--- config.mk ---
export PLATFORM = sky130hd
export DESIGN_NAME = cdb_arbiter
export DESIGN_NICKNAME = d
export VERILOG_FILES = /design/src/rtl/cdb_pkg.sv /design/src/rtl/cdb_req_fifo.sv /design/src/rtl/cdb_arbiter.sv
export SDC_FILE = /design/constraint.sdc
export NUM_CORES = 1
export LEC_CHECK = 0
export ABC_AREA = 1
export CAP_MARGIN = 15
export CORE_MARGIN = 5
export CORE_UTILIZATION = 68
export CTS_BUF_LIST = sky130_fd_sc_hd__clkbuf_16
export DETAILED_ROUTE_END_ITERATION = 8
export DONT_BUFFER_PORTS = 1
export MAX_ROUTING_LAYER = met4
export PLACE_DENSITY_LB_ADDON = 0.25
export SLEW_MARGIN = 40
export SYNTH_ARGS = -nofsm -noshare
export SYNTH_HDL_FRONTEND = slang
export SYNTH_HIERARCHICAL = 1
export SYNTH_SLANG_ARGS = --single-unit
export TNS_END_PERCENT = 1
--- constraint.sdc ---
create_clock -name clk -period 5.17 [get_ports clk]
set_input_delay 0.517 -clock clk [delete_from_list [all_inputs] [get_ports clk]]
set_output_delay 0.517 -clock clk [all_outputs]
set_load 0.02 [all_outputs]
--- src/rtl/cdb_pkg.sv ---
// Shared CDB broadcast types used by the arbiter, RS, phy regfile and ROB.
package cdb_pkg;

  localparam int CDB_DATA_W = 32;
  localparam int CDB_PREG_W = 6;
  localparam int CDB_TAG_W  = 6;

  typedef struct packed {
    logic [CDB_DATA_W-1:0] data;
    logic [CDB_PREG_W-1:0] phy_reg;
    logic [CDB_TAG_W-1:0]  tag;
  } cdb_entry_t;

endpackage

--- src/rtl/cdb_req_fifo.sv ---
// Per-requester result FIFO; clear empties it and overrides push/pop.
module cdb_req_fifo
  import cdb_pkg::*;
#(
  parameter int DEPTH = 2,
  parameter int CW    = $clog2(DEPTH + 1)
) (
  input  logic          clk,
  input  logic          reset,
  input  logic          clear,
  input  logic          push,
  input  logic          pop,
  input  cdb_entry_t    din,
  output logic [CW-1:0] count,
  output cdb_entry_t    head
);

  localparam int AW = (DEPTH > 1) ? $clog2(DEPTH) : 1;

  cdb_entry_t    mem [DEPTH];
  logic [AW-1:0] rd_ptr;
  logic [AW-1:0] wr_ptr;

  always_ff @(posedge clk or negedge reset) begin
    if (!reset) begin
      rd_ptr <= '0;
      wr_ptr <= '0;
      count  <= '0;
    end else if (clear) begin
      rd_ptr <= '0;
      wr_ptr <= '0;
      count  <= '0;
    end else begin
      if (push)
        wr_ptr <= wr_ptr + AW'(1);
      if (pop)
        rd_ptr <= rd_ptr + AW'(1);
      case ({push, pop})
        2'b10:   count <= count + CW'(1);
        2'b01:   count <= count - CW'(1);
        default: count <= count;
      endcase
    end
  end

  // Storage needs no reset: count gates every read.
  always_ff @(posedge clk) begin
    if (push && !clear)
      mem[wr_ptr] <= din;
  end

  assign head = mem[rd_ptr];

endmodule

--- src/rtl/cdb_arbiter.sv ---
// Round-robin CDB arbiter: per-requester FIFOs feeding NUM_CDB
// registered broadcast lanes.
module cdb_arbiter
  import cdb_pkg::*;
#(
  parameter int NUM_REQ    = 4,
  parameter int NUM_CDB    = 1,
  parameter int DATA_W     = CDB_DATA_W,
  parameter int PREG_W     = CDB_PREG_W,
  parameter int TAG_W      = CDB_TAG_W,
  parameter int FIFO_DEPTH = 2
) (
  input  logic                      clk,
  input  logic                      reset,
  input  logic                      flush,
  input  logic [NUM_REQ-1:0]        req_valid,
  output logic [NUM_REQ-1:0]        req_ready,
  input  logic [NUM_REQ*DATA_W-1:0] req_data,
  input  logic [NUM_REQ*PREG_W-1:0] req_phy_reg,
  input  logic [NUM_REQ*TAG_W-1:0]  req_tag,
  output logic [NUM_CDB-1:0]        cdb_valid,
  output logic [NUM_CDB*DATA_W-1:0] cdb_data,
  output logic [NUM_CDB*PREG_W-1:0] cdb_phy_reg,
  output logic [NUM_CDB*TAG_W-1:0]  cdb_tag,
  output logic [15:0]               conflict_cnt
);

  localparam int IW = (NUM_REQ > 1) ? $clog2(NUM_REQ) : 1;
  localparam int SW = IW + 1;
  localparam int CW = $clog2(FIFO_DEPTH + 1);

  logic [CW-1:0]      count [NUM_REQ];
  cdb_entry_t         head  [NUM_REQ];
  logic [NUM_REQ-1:0] nonempty;
  logic [NUM_REQ-1:0] push;
  logic [NUM_REQ-1:0] pop;
  logic [IW-1:0]      rr_ptr;

  for (genvar i = 0; i < NUM_REQ; i++) begin : g_fifo
    cdb_entry_t din;

    assign din.data    = req_data[i*DATA_W +: DATA_W];
    assign din.phy_reg = req_phy_reg[i*PREG_W +: PREG_W];
    assign din.tag     = req_tag[i*TAG_W +: TAG_W];

    assign req_ready[i] = count[i] != CW'(FIFO_DEPTH);
    assign nonempty[i]  = count[i] != '0;
    assign push[i]      = req_valid[i] & req_ready[i] & ~flush;

    cdb_req_fifo #(
      .DEPTH (FIFO_DEPTH)
    ) u_fifo (
      .clk   (clk),
      .reset (reset),
      .clear (flush),
      .push  (push[i]),
      .pop   (pop[i]),
      .din   (din),
      .count (count[i]),
      .head  (head[i])
    );
  end

  logic [NUM_CDB-1:0] lane_vld;
  logic [IW-1:0]      lane_sel [NUM_CDB];
  logic [IW-1:0]      last_idx;
  logic [IW-1:0]      next_ptr;
  logic [SW-1:0]      scan_sum;
  logic [IW-1:0]      scan_idx;
  int                 n_grant;

  // Walk requesters from rr_ptr; the k-th hit lands on lane k.
  always_comb begin
    pop      = '0;
    lane_vld = '0;
    last_idx = rr_ptr;
    n_grant  = 0;
    scan_sum = '0;
    scan_idx = '0;
    for (int k = 0; k < NUM_CDB; k++)
      lane_sel[k] = '0;
    for (int j = 0; j < NUM_REQ; j++) begin
      scan_sum = {1'b0, rr_ptr} + SW'(j);
      if (scan_sum >= SW'(NUM_REQ))
        scan_sum = scan_sum - SW'(NUM_REQ);
      scan_idx = scan_sum[IW-1:0];
      if (!flush && nonempty[scan_idx] && n_grant < NUM_CDB) begin
        for (int k = 0; k < NUM_CDB; k++) begin
          if (k == n_grant) begin
            lane_vld[k] = 1'b1;
            lane_sel[k] = scan_idx;
          end
        end
        pop[scan_idx] = 1'b1;
        last_idx      = scan_idx;
        n_grant       = n_grant + 1;
      end
    end
  end

  assign next_ptr = (last_idx == IW'(NUM_REQ - 1)) ? '0
                                                   : last_idx + IW'(1);

  cdb_entry_t lane_q [NUM_CDB];

  always_ff @(posedge clk or negedge reset) begin
    if (!reset) begin
      rr_ptr       <= '0;
      cdb_valid    <= '0;
      conflict_cnt <= '0;
      for (int k = 0; k < NUM_CDB; k++)
        lane_q[k] <= '0;
    end else begin
      cdb_valid <= lane_vld;
      for (int k = 0; k < NUM_CDB; k++) begin
        if (lane_vld[k])
          lane_q[k] <= head[lane_sel[k]];
      end
      if (lane_vld[0])
        rr_ptr <= next_ptr;
      if (!flush && $countones(nonempty) > NUM_CDB &&
          conflict_cnt != 16'hFFFF)
        conflict_cnt <= conflict_cnt + 16'd1;
    end
  end

  for (genvar k = 0; k < NUM_CDB; k++) begin : g_lane
    assign cdb_data[k*DATA_W +: DATA_W]    = lane_q[k].data;
    assign cdb_phy_reg[k*PREG_W +: PREG_W] = lane_q[k].phy_reg;
    assign cdb_tag[k*TAG_W +: TAG_W]       = lane_q[k].tag;
  end

endmodule

==> reports/qor.csv, run 1 <==
stage,metric,value,unit
cells_and_area,fin_util,73.8,%
routing,drtIter0Drc,932,
logic_synthesis,postSynthAreaPerCell,13.9,sq um
routing,drc,0,
timing,hold-worst-slack,69.9,ps
clock_network,cts_buffer_depth,3,
flow_run,maxCapViolations,0,
worst_setup_path,end_kind,register,
cells_and_area,layout_commonest_cell,edfxtp_1,
routing,num_vias,10700,
worst_setup_path,critPathArrivalTime,3970,ps
routing,first_pass_iters,5,
clock_network,cts_resized,0,
routing,drt-total-wl,42900,microns
cells_and_area,nets,1556,
status,outcome,completed,
clock_network,cts_buffers,43,
clock_network,insertion_delay,540,ps
global_routing,antenna_found_initial,0,
routing,avgViaCountPerCell,6.03,
cells_and_area,fin_area,20400,sq um
cells_and_area,most-common-layout-cells,"edfxtp_1 (352), nand3_1 (252), nand2_1 (251)",
timing,worst_pin_slew,771,ps
global_routing,grt_pass1_vias,11100,
routing,wl_per_cell,24.2,microns
logic_synthesis,synth-edff-count,352,
placed_design,place_area,19000,sq um
worst_setup_path,cp_cell_sequence,inv_4 -> ha_1 -> inv_1 -> a21oi_1 -> nor2_1 -> nand3_2 -> inv_1 -> nand2_4 -> nand2_2 -> buf_12 -> nand2_1 -> nand3_1 -> nand3_1 -> nand2_1,
logic_synthesis,ys.flop_type,edfxtp_1,
worst_setup_path,setup.worst_path.class,register to register,
cells_and_area,layout-drive-gt1-share,20.4,%
logic_synthesis,synthesis.nets,1555,
routing,ant_nets,0,
floorplan,initial_core_util,68.4,%
power,p_total,13900,uW
worst_setup_path,worstSetupStartpointType,register,
floorplan,die_w,177,microns
logic_synthesis,yosysSeqAreaShare,66.4,%
worst_setup_path,max_stage_delay,620,ps
power,powerDensity,683,nW/um^2
floorplan,die_area,31200,sq um
timing,period_needed,3490,ps
logic_synthesis,yosysWarningCount,6,
floorplan,rows,61,
clock_network,cts_sinks,431,
power,p_leak,0.00787,uW
clock_network,htreeDepth,2,
worst_setup_path,crit_fanout,41,
power,ir_worst_vdd,772,uV
global_routing,grtUsageTotal,28.3,%
floorplan,ios,248,
logic_synthesis,async_flop_share,18.3,%
timing,fmax,0.286,GHz
cells_and_area,diodes,0,
global_routing,grt_max_degree,89,
global_routing,grt_overflow,0,
worst_setup_path,cp_slowest_cell,dfrtp_1,
cells_and_area,largest_register_ffs,352,
timing,rsz0062_at_grt,false,
timing,slew_violations,0,
clock_network,clkSlewWorstSetupHoldPaths,60,ps
clock_network,cts-root-buf,clkbuf_16,
timing,skew,13.9,ps
floorplan,die_h,177,microns
logic_synthesis,synth.distinct_cells,33,
logic_synthesis,synth_seq_cells,431,
timing,setup-tns-final,0,ps
clock_network,cts_tree,done,
worst_setup_path,crit_required,5650,ps
logic_synthesis,synth_cells,1365,
cells_and_area,area_growth,7.89,%
timing,hold_viol,0,
placed_design,gp_congestion,0.959,
global_routing,grt_pass1_wl,64700,microns
timing,slew-limit-headroom,48.1,%
cells_and_area,regMostFlops,g_fifo.u_fifo/mem,
logic_synthesis,syn_area,18900,sq um
floorplan,core_area,27600,sq um
placed_design,io_buffer_count,0,
timing,min_period_over_period,67.6,%
placed_design,dp_hpwl,29200,microns
hold_path,hp-class,input port to register,
timing,finalSetupViolations,0,
-- power breakdown --
| part | switching [uW] | total, uW | leakage (uW) | internal (uW) |
|---|---|---|---|---|
| Sequential | 738 | 4940 | 0.00414 | 4210 |
| Clock | 1230 | 2890 | 0.000684 | 1660 |
| Combinational | 3970 | 6100 | 0.00304 | 2130 |
-- worst paths after layout --
kind                                                           from                                     to  slack (ps)  cells after the start
worst max-delay path                          rr_ptr[0]$_DFFE_PN0P_               cdb_data[23]$_DFFE_PN0P_        1680                     14
worst min-delay path                                    req_tag[10]   g_fifo[1].u_fifo/mem[0][4]$_DFFE_PP_          70                      0
worst max register to register                rr_ptr[0]$_DFFE_PN0P_               cdb_data[23]$_DFFE_PN0P_        1680                     14
worst min register to register  g_fifo[1].u_fifo/wr_ptr$_DFFE_PN0P_    g_fifo[1].u_fifo/wr_ptr$_DFFE_PN0P_         590                      1
max in group asynchronous                                     reset    g_fifo[2].u_fifo/rd_ptr$_DFFE_PN0P_        4230                      2
min in group asynchronous                                     reset  g_fifo[1].u_fifo/count[1]$_DFFE_PN0P_         590                      2
-- Yosys cell counts, types with 9 or more instances --
library cell | number | area [sq um]
a21oi_1 | 15 | 75.1
mux2_4 | 152 | 2280
edfxtp_1 | 352 | 10600
buf_12 | 16 | 320
buf_2 | 26 | 130
nand3_1 | 252 | 1260
inv_1 | 60 | 225
nor2_1 | 40 | 150
clkbuf_1 | 10 | 37.5
dfrtp_1 | 79 | 1980
xor2_1 | 13 | 114
mux2_2 | 25 | 282
buf_6 | 9 | 101
o21ai_0 | 18 | 90.1
nand2_1 | 251 | 942
-- layout make-up --
type / instances / area (sq um)
repair buffers: 23 / 230
clock inverters: 32 / 189
fillers: 1780 / 7230
clock buffers: 45 / 1130
multi-input cells: 801 / 5580
flip-flops and latches: 431 / 12600
well taps: 378 / 473
inverters: 66 / 250
-- metal layers --
layer	wire length, microns	vias to the layer above	global-route usage (%)	share of wire (%)
met3	4420	81	10.5	10
met2	21800	409	46.9	51
met5	0	-	-	0
met4	1330	0	8.90	3.1
li1	-	4880	-	-
met1	15400	5347	32.4	36
-- per-stage QoR --
step	instances	worst slack [ps]
CTS	1776	1610
floorplan	1365	1850
global route	1776	1410
global placement	1695	1690
detailed placement	1697	1610
finish	1776	1680
-- worst max-delay path: cells and delay by family, from the launching register on --
kind	cells	cell delay, ps
AOI/OAI and AO/OA	1	60
DFF	1	620
buffers and inverters	4	740
adders and majority gates	1	330
and+or+nand+nor	8	1630
-- kinds of logic after synthesis --
family                     count (synthesis)  synth area share (%)
DFF                                      431                  66.4
AOI/OAI and AO/OA                         39                  1.09
muxes                                    177                  13.6
buffers and inverters                    133                  4.58
adders and majority gates                  7                 0.503
and+or+nand+nor                          563                  13.2
xor gates and xnor gates                  15                 0.695
-- what timing repair did --
action / CTS / global route
setup endpoints to repair: 0 / 0
endpoints found under the hold margin: 79 / 0
hold buffers: 2 / 0
buffers inserted: 0 / 0
(Power assumes the default switching activity.)
==> run 2: changes to the inputs <==
- CORE_UTILIZATION: 68 -> 57
- clock period: 5.17 -> 2.91 ns (I/O delays scaled with it)
==> reports/qor.csv, run 2 (synthesis gave the netlist of run 1 again) <==
stage,metric,value,unit,change
status,outcome,completed,,
global_routing,grt_overflow,0,,unchanged
global_routing,grt_pass1_wl,70300,microns,+8.7%
clock_network,cts-root-buf,clkbuf_16,,
worst_setup_path,regToRegEndpoint,conflict_cnt[15]$_DFFE_PN0P_,,
worst_setup_path,worstSetupStartpointType,register,,
timing,finalSetupViolations,0,,unchanged
placed_design,io_buffer_count,0,,unchanged
clock_network,clkSlewWorstSetupHoldPaths,60,ps,about the same
global_routing,grt_pass1_vias,12100,,+9.8%
cells_and_area,most-common-layout-cells,"edfxtp_1 (352), nand3_1 (252), nand2_1 (251)",,
placed_design,gp_congestion,0.949,,-1.0%
global_routing,grt_max_degree,89,,unchanged
floorplan,rows,66,,+8.2%
worst_setup_path,setup.worst_path.class,register to register,,
placed_design,dp_hpwl,29700,microns,+1.7%
timing,skew,26.5,ps,+12.6 ps
power,powerDensity,1160,nW/um^2,+70%
power,p_total,26400,uW,+89%
floorplan,initial_core_util,58.0,%,-10 points
clock_network,post-cts-setup-buffers,0,,unchanged
worst_setup_path,worstSetupStartpoint,g_fifo[1].u_fifo/count[1]$_DFFE_PN0P_,,
floorplan,core_area,32600,sq um,+18%
worst_setup_path,endpoint,conflict_cnt[15]$_DFFE_PN0P_,,
global_routing,grtUsageTotal,25.8,%,-2.6 points
timing,worst_pin_slew,609,ps,-162 ps
clock_network,cts_buffers,44,,+2.3%
clock_network,htreeDepth,2,,unchanged
worst_setup_path,crit_fanout,3,,-93%
clock_network,cts_tree,done,,
worst_setup_path,end_kind,register,,
cells_and_area,area_growth,20.2,%,
worst_setup_path,timing.rr.start,g_fifo[1].u_fifo/count[1]$_DFFE_PN0P_,,
clock_network,cts_sinks,431,,unchanged
worst_setup_path,reg2reg_slack,200,ps,-1480 ps
floorplan,die_h,192,microns,+8.7%
timing,rsz0062_at_grt,true,,
cells_and_area,layout-drive-gt1-share,19.6,%,-0.84 points
cells_and_area,nets,1757,,+13%
routing,drc,0,,unchanged
cells_and_area,regMostFlops,g_fifo.u_fifo/mem,,
power,ir_worst_vdd,1730,uV,+120%
hold_path,hold_depth,3,,+3
routing,avgViaCountPerCell,5.63,,-6.6%
hold_path,hp-class,input port to register,,
timing,slew-limit-headroom,59.4,%,+11 points
global_routing,antenna_found_initial,5,,+5
power,p_leak,0.00881,uW,+12%
clock_network,insertion_delay,560,ps,+20 ps
timing,slew_violations,0,,unchanged
routing,ant_nets,0,,unchanged
timing,setup-tns-final,0,ps,unchanged
flow_run,maxCapViolations,0,,unchanged
routing,first_pass_iters,5,,unchanged
worst_setup_path,rr_worst_depth,13,,-1
floorplan,die_w,192,microns,+8.7%
timing,period_needed,2710,ps,-781 ps
clock_network,cts_buffer_depth,3,,unchanged
floorplan,ios,248,,unchanged
timing,min_period_over_period,93.2,%,+26 points
worst_setup_path,crit_required,3330,ps,-2320 ps
cells_and_area,fin_util,69.7,%,-4.2 points
routing,wl_per_cell,22.7,microns,-5.9%
cells_and_area,layout_commonest_cell,edfxtp_1,,
cells_and_area,largest_register_ffs,352,,unchanged
timing,hold_viol,0,,unchanged
floorplan,die_area,36900,sq um,+18%
routing,num_vias,11500,,+7.7%
worst_setup_path,critPathArrivalTime,3130,ps,-840 ps
routing,drtIter0Drc,803,,-14%
routing,drt-total-wl,46500,microns,+8.5%
timing,fmax,0.369,GHz,+29%
[run 2: final cells by class]
| class | count | area, sq um |
|---|---|---|
| timing repair buffer | 223 | 2330 |
| fill | 2182 | 9890 |
| multi-input combinational | 801 | 5590 |
| antenna | 5 | 12.5 |
| tap | 442 | 553 |
| clock inverter | 34 | 293 |
| clock buffer | 46 | 1150 |
| sequential | 431 | 12600 |
| inverter | 66 | 250 |
[run 2: repair_timing]
| action | 4_1_cts | 5_1_grt |
|---|---|---|
| resized for setup | 1 | 3 |
| endpoints found under the setup margin | 1 | 18 |
| hold buffers | 182 | 0 |
| hold endpoints to repair | 447 | 0 |
[run 2: critical path, stage by stage (launching register included)]
cell	delay [ps]
dfrtp_1	420
nor2_2	170
inv_1	90
fa_1	510
o21ai_0	100
a21oi_2	220
nand2_1	100
nor2_1	160
nand3_1	150
nor3_2	170
nand2_1	110
nor2_1	160
nand2_1	90
xor2_1	140
[run 2: routing by layer]
metal | GRT usage, % | part of all wire [%]
met1 | 29.8 | 38
met4 | 7.87 | 3.2
met5 | - | 0
met3 | 6.83 | 7.7
met2 | 44.4 | 51
[run 2: worst min path at each step]
stage	start	to	slack, ps
2_1_floorplan	reset	cdb_data[0]$_DFFE_PN0P_	-5
3_3_place_gp	reset	cdb_data[9]$_DFFE_PN0P_	-2
3_5_place_dp	reset	cdb_data[9]$_DFFE_PN0P_	-3
4_1_cts	flush	g_fifo[0].u_fifo/count[0]$_DFFE_PN0P_	10
5_1_grt	flush	g_fifo[0].u_fifo/count[0]$_DFFE_PN0P_	80
6_report	flush	g_fifo[0].u_fifo/count[0]$_DFFE_PN0P_	60
[run 2: power breakdown]
group,internal [uW],switching [uW]
Clock,3300,2330
Combinational,4410,7620
Sequential,7470,1240
Total,15200,11200
[run 2: per-stage QoR]
step	hold WS (ps)	worst slack (ps)	instance area, sq um	std cells
floorplan	-4.59	-184	18900	1365
global placement	-1.93	158	19400	1781
detailed placement	-2.51	-3.67	19400	1781
CTS	13.5	0.0657	22700	2043
global route	76.2	-29.7	22700	2048
finish	58.5	197	22700	2048
==> run 3: changes to the inputs <==
- REMOVE_ABC_BUFFERS: unset -> 1
==> reports/qor.csv, run 3 (synthesis gave the netlist of run 1 again) <==
stage,metric,value,unit,change
power,powerDensity,1140,nW/um^2,-2.1%
global_routing,grt_overflow,0,,unchanged
cells_and_area,regMostFlops,g_fifo.u_fifo/mem,,
clock_network,insertion_delay,550,ps,about the same
cells_and_area,fin_cells,2062,,+0.68%
cells_and_area,largest_register_ffs,352,,unchanged
power,intPower,15000,uW,-1.3%
worst_setup_path,rr_worst_depth,14,,+1
worst_setup_path,crit_fanout,36,,+33
worst_setup_path,regToRegEndpoint,cdb_data[30]$_DFFE_PN0P_,,
timing,finalSetupViolations,0,,unchanged
floorplan,core_area,32600,sq um,unchanged
cells_and_area,layout_commonest_cell,edfxtp_1,,
worst_setup_path,critPathArrivalTime,3190,ps,+60 ps
hold_path,hold_end,conflict_cnt[12]$_DFFE_PN0P_,,
power,seq_power_share,34.2,%,+1.2 points
global_routing,antenna_found_initial,13,,+8
timing,period_needed,2710,ps,+0.122 ps
global_routing,grt_pass1_wl,72300,microns,+2.8%
timing,skew,20.8,ps,-5.70 ps
placed_design,gp_congestion,0.819,,-14%
clock_network,cts_buffer_depth,3,,unchanged
floorplan,die_h,192,microns,unchanged
clock_network,cts_tree,done,,
clock_network,clkSlewWorstSetupHoldPaths,60,ps,about the same
global_routing,grt_max_degree,80,,-10%
cells_and_area,fin_util,69.4,%,-0.23 points
worst_setup_path,setup.worst_path.class,register to register,,
timing,hold_viol,0,,unchanged
routing,wl_per_cell,23.3,microns,+2.6%
routing,avgViaCountPerCell,5.77,,+2.3%
power,ir_worst_vdd,1160,uV,-33%
power,pwr-share-comb,45.6,%,about the same
placed_design,dp_hpwl,28200,microns,-4.9%
cells_and_area,nets,1761,,+0.23%
worst_setup_path,worstSetupStartpointType,register,,
routing,num_vias,11900,,+3.0%
hold_path,hp-start,flush,,
clock_network,cts-root-buf,clkbuf_16,,
worst_setup_path,reg2reg_slack,200,ps,about the same
routing,drc,0,,unchanged
power,p_sw,10800,uW,-3.8%
clock_network,cts_sinks,431,,unchanged
routing,ant_nets,0,,unchanged
worst_setup_path,timing.rr.start,rr_ptr[0]$_DFFE_PN0P_,,
power,pwr-share-clk,20.2,%,-1.1 points
cells_and_area,most-common-layout-cells,"edfxtp_1 (352), nand3_1 (252), nand2_1 (251)",,
cells_and_area,fin_area,22600,sq um,-0.34%
hold_path,hold_depth,4,,+1
floorplan,ios,248,,unchanged
placed_design,place_area,19500,sq um,+0.24%
floorplan,die_w,192,microns,unchanged
cells_and_area,layout-drive-gt1-share,19.4,%,-0.17 points
cells_and_area,area_growth,19.8,%,
global_routing,grtUsageTotal,26.6,%,+0.87 points
timing,slew_violations,0,,unchanged
placed_design,io_buffer_count,0,,unchanged
routing,drt-total-wl,48100,microns,+3.3%
routing,drtIter0Drc,822,,+2.4%
worst_setup_path,crit_required,3390,ps,+60 ps
placed_design,place_inst,1787,,+0.34%
power,sw_frac_of_total,41.8,%,-0.63 points
floorplan,rows,66,,unchanged
timing,min_period_over_period,93.2,%,about the same
clock_network,htreeDepth,2,,unchanged
clock_network,post-cts-setup-buffers,0,,unchanged
worst_setup_path,worstSetupStartpoint,rr_ptr[0]$_DFFE_PN0P_,,
floorplan,initial_core_util,58.0,%,unchanged
hold_path,hp-class,input port to register,,
timing,fmax,0.369,GHz,about the same
clock_network,cts_buffers,45,,+2.3%
floorplan,die_area,36900,sq um,unchanged
timing,worst_pin_slew,498,ps,-111 ps
flow_run,maxCapViolations,0,,unchanged
global_routing,grt_pass1_vias,12500,,+3.2%
timing,slew-limit-headroom,66.8,%,+7.4 points
timing,rsz0062_at_grt,true,,
routing,first_pass_iters,5,,unchanged
power,p_leak,0.00881,uW,about the same
worst_setup_path,end_kind,register,,
status,outcome,completed,,
-- run 3: how the worst max path moves through the flow --
| stage | endpoint | slack (ps) | cells after the start |
|---|---|---|---|
| after floorplan | rr_ptr[0]$_DFFE_PN0P_ | -1360 | 12 |
| after global placement | cdb_data[19]$_DFFE_PN0P_ | 250 | 13 |
| after detailed placement | cdb_data[19]$_DFFE_PN0P_ | 150 | 13 |
| after CTS | cdb_data[19]$_DFFE_PN0P_ | 160 | 13 |
| after global routing | cdb_data[30]$_DFFE_PN0P_ | -20 | 16 |
| final | cdb_data[30]$_DFFE_PN0P_ | 200 | 14 |
-- run 3: worst max-delay path, cell delays in order (launching register included) --
cell	delay (ps)
dfrtp_1	390
inv_4	80
ha_1	310
inv_1	160
a21oi_1	60
nor2_1	330
nand3_4	230
inv_1	150
nand2_4	80
nand2_4	230
buf_12	250
nand2_1	90
nand3_1	90
nand3_1	80
nand2_1	70
-- run 3: layer usage --
layer	part of all wire, %	wire length, microns	track usage [%]
met4	1.7	839	6.75
met3	9.2	4410	6.34
met2	51	24300	44.2
met1	38	18500	33.4
met5	0	0	-
-- run 3: what timing repair did --
item | 4_1_cts | 5_1_grt
resized for setup | 0 | 2
setup endpoints to repair | 0 | 28
hold buffers | 179 | 0
endpoints found under the hold margin | 444 | 0
-- run 3: layout make-up --
class	count	area (sq um)
flip-flops and latches	431	12600
fillers	2149	9970
multi-input cells	801	5590
repair buffers	226	2320
clock buffers	46	1150
well taps	442	553
inverters	66	250
clock inverters	35	179
diodes	15	37.5
-- run 3: metrics by stage --
step           worst slack, ps  TNS (ps)  total power, uW  hold WS (ps)
6_report                   197         0            25700           104
5_1_grt                  -19.4     -20.6            27500           110
4_1_cts                    155         0            25700          80.1
3_5_place_dp               153         0            20200          1.13
3_3_place_gp               251         0            19800         0.579
2_1_floorplan            -1360   -127060            16200         -4.59
-- run 3: power groups by stage --
| stage | Combinational (uW) | Clock [uW] | Sequential, uW |
|---|---|---|---|
| floorplan | 7380 | 0 | 8850 |
| global placement | 10900 | 0 | 8910 |
| detailed placement | 11300 | 0 | 8940 |
| CTS | 11600 | 5260 | 8820 |
| global route | 13000 | 5580 | 8910 |
| finish | 11700 | 5190 | 8810 |
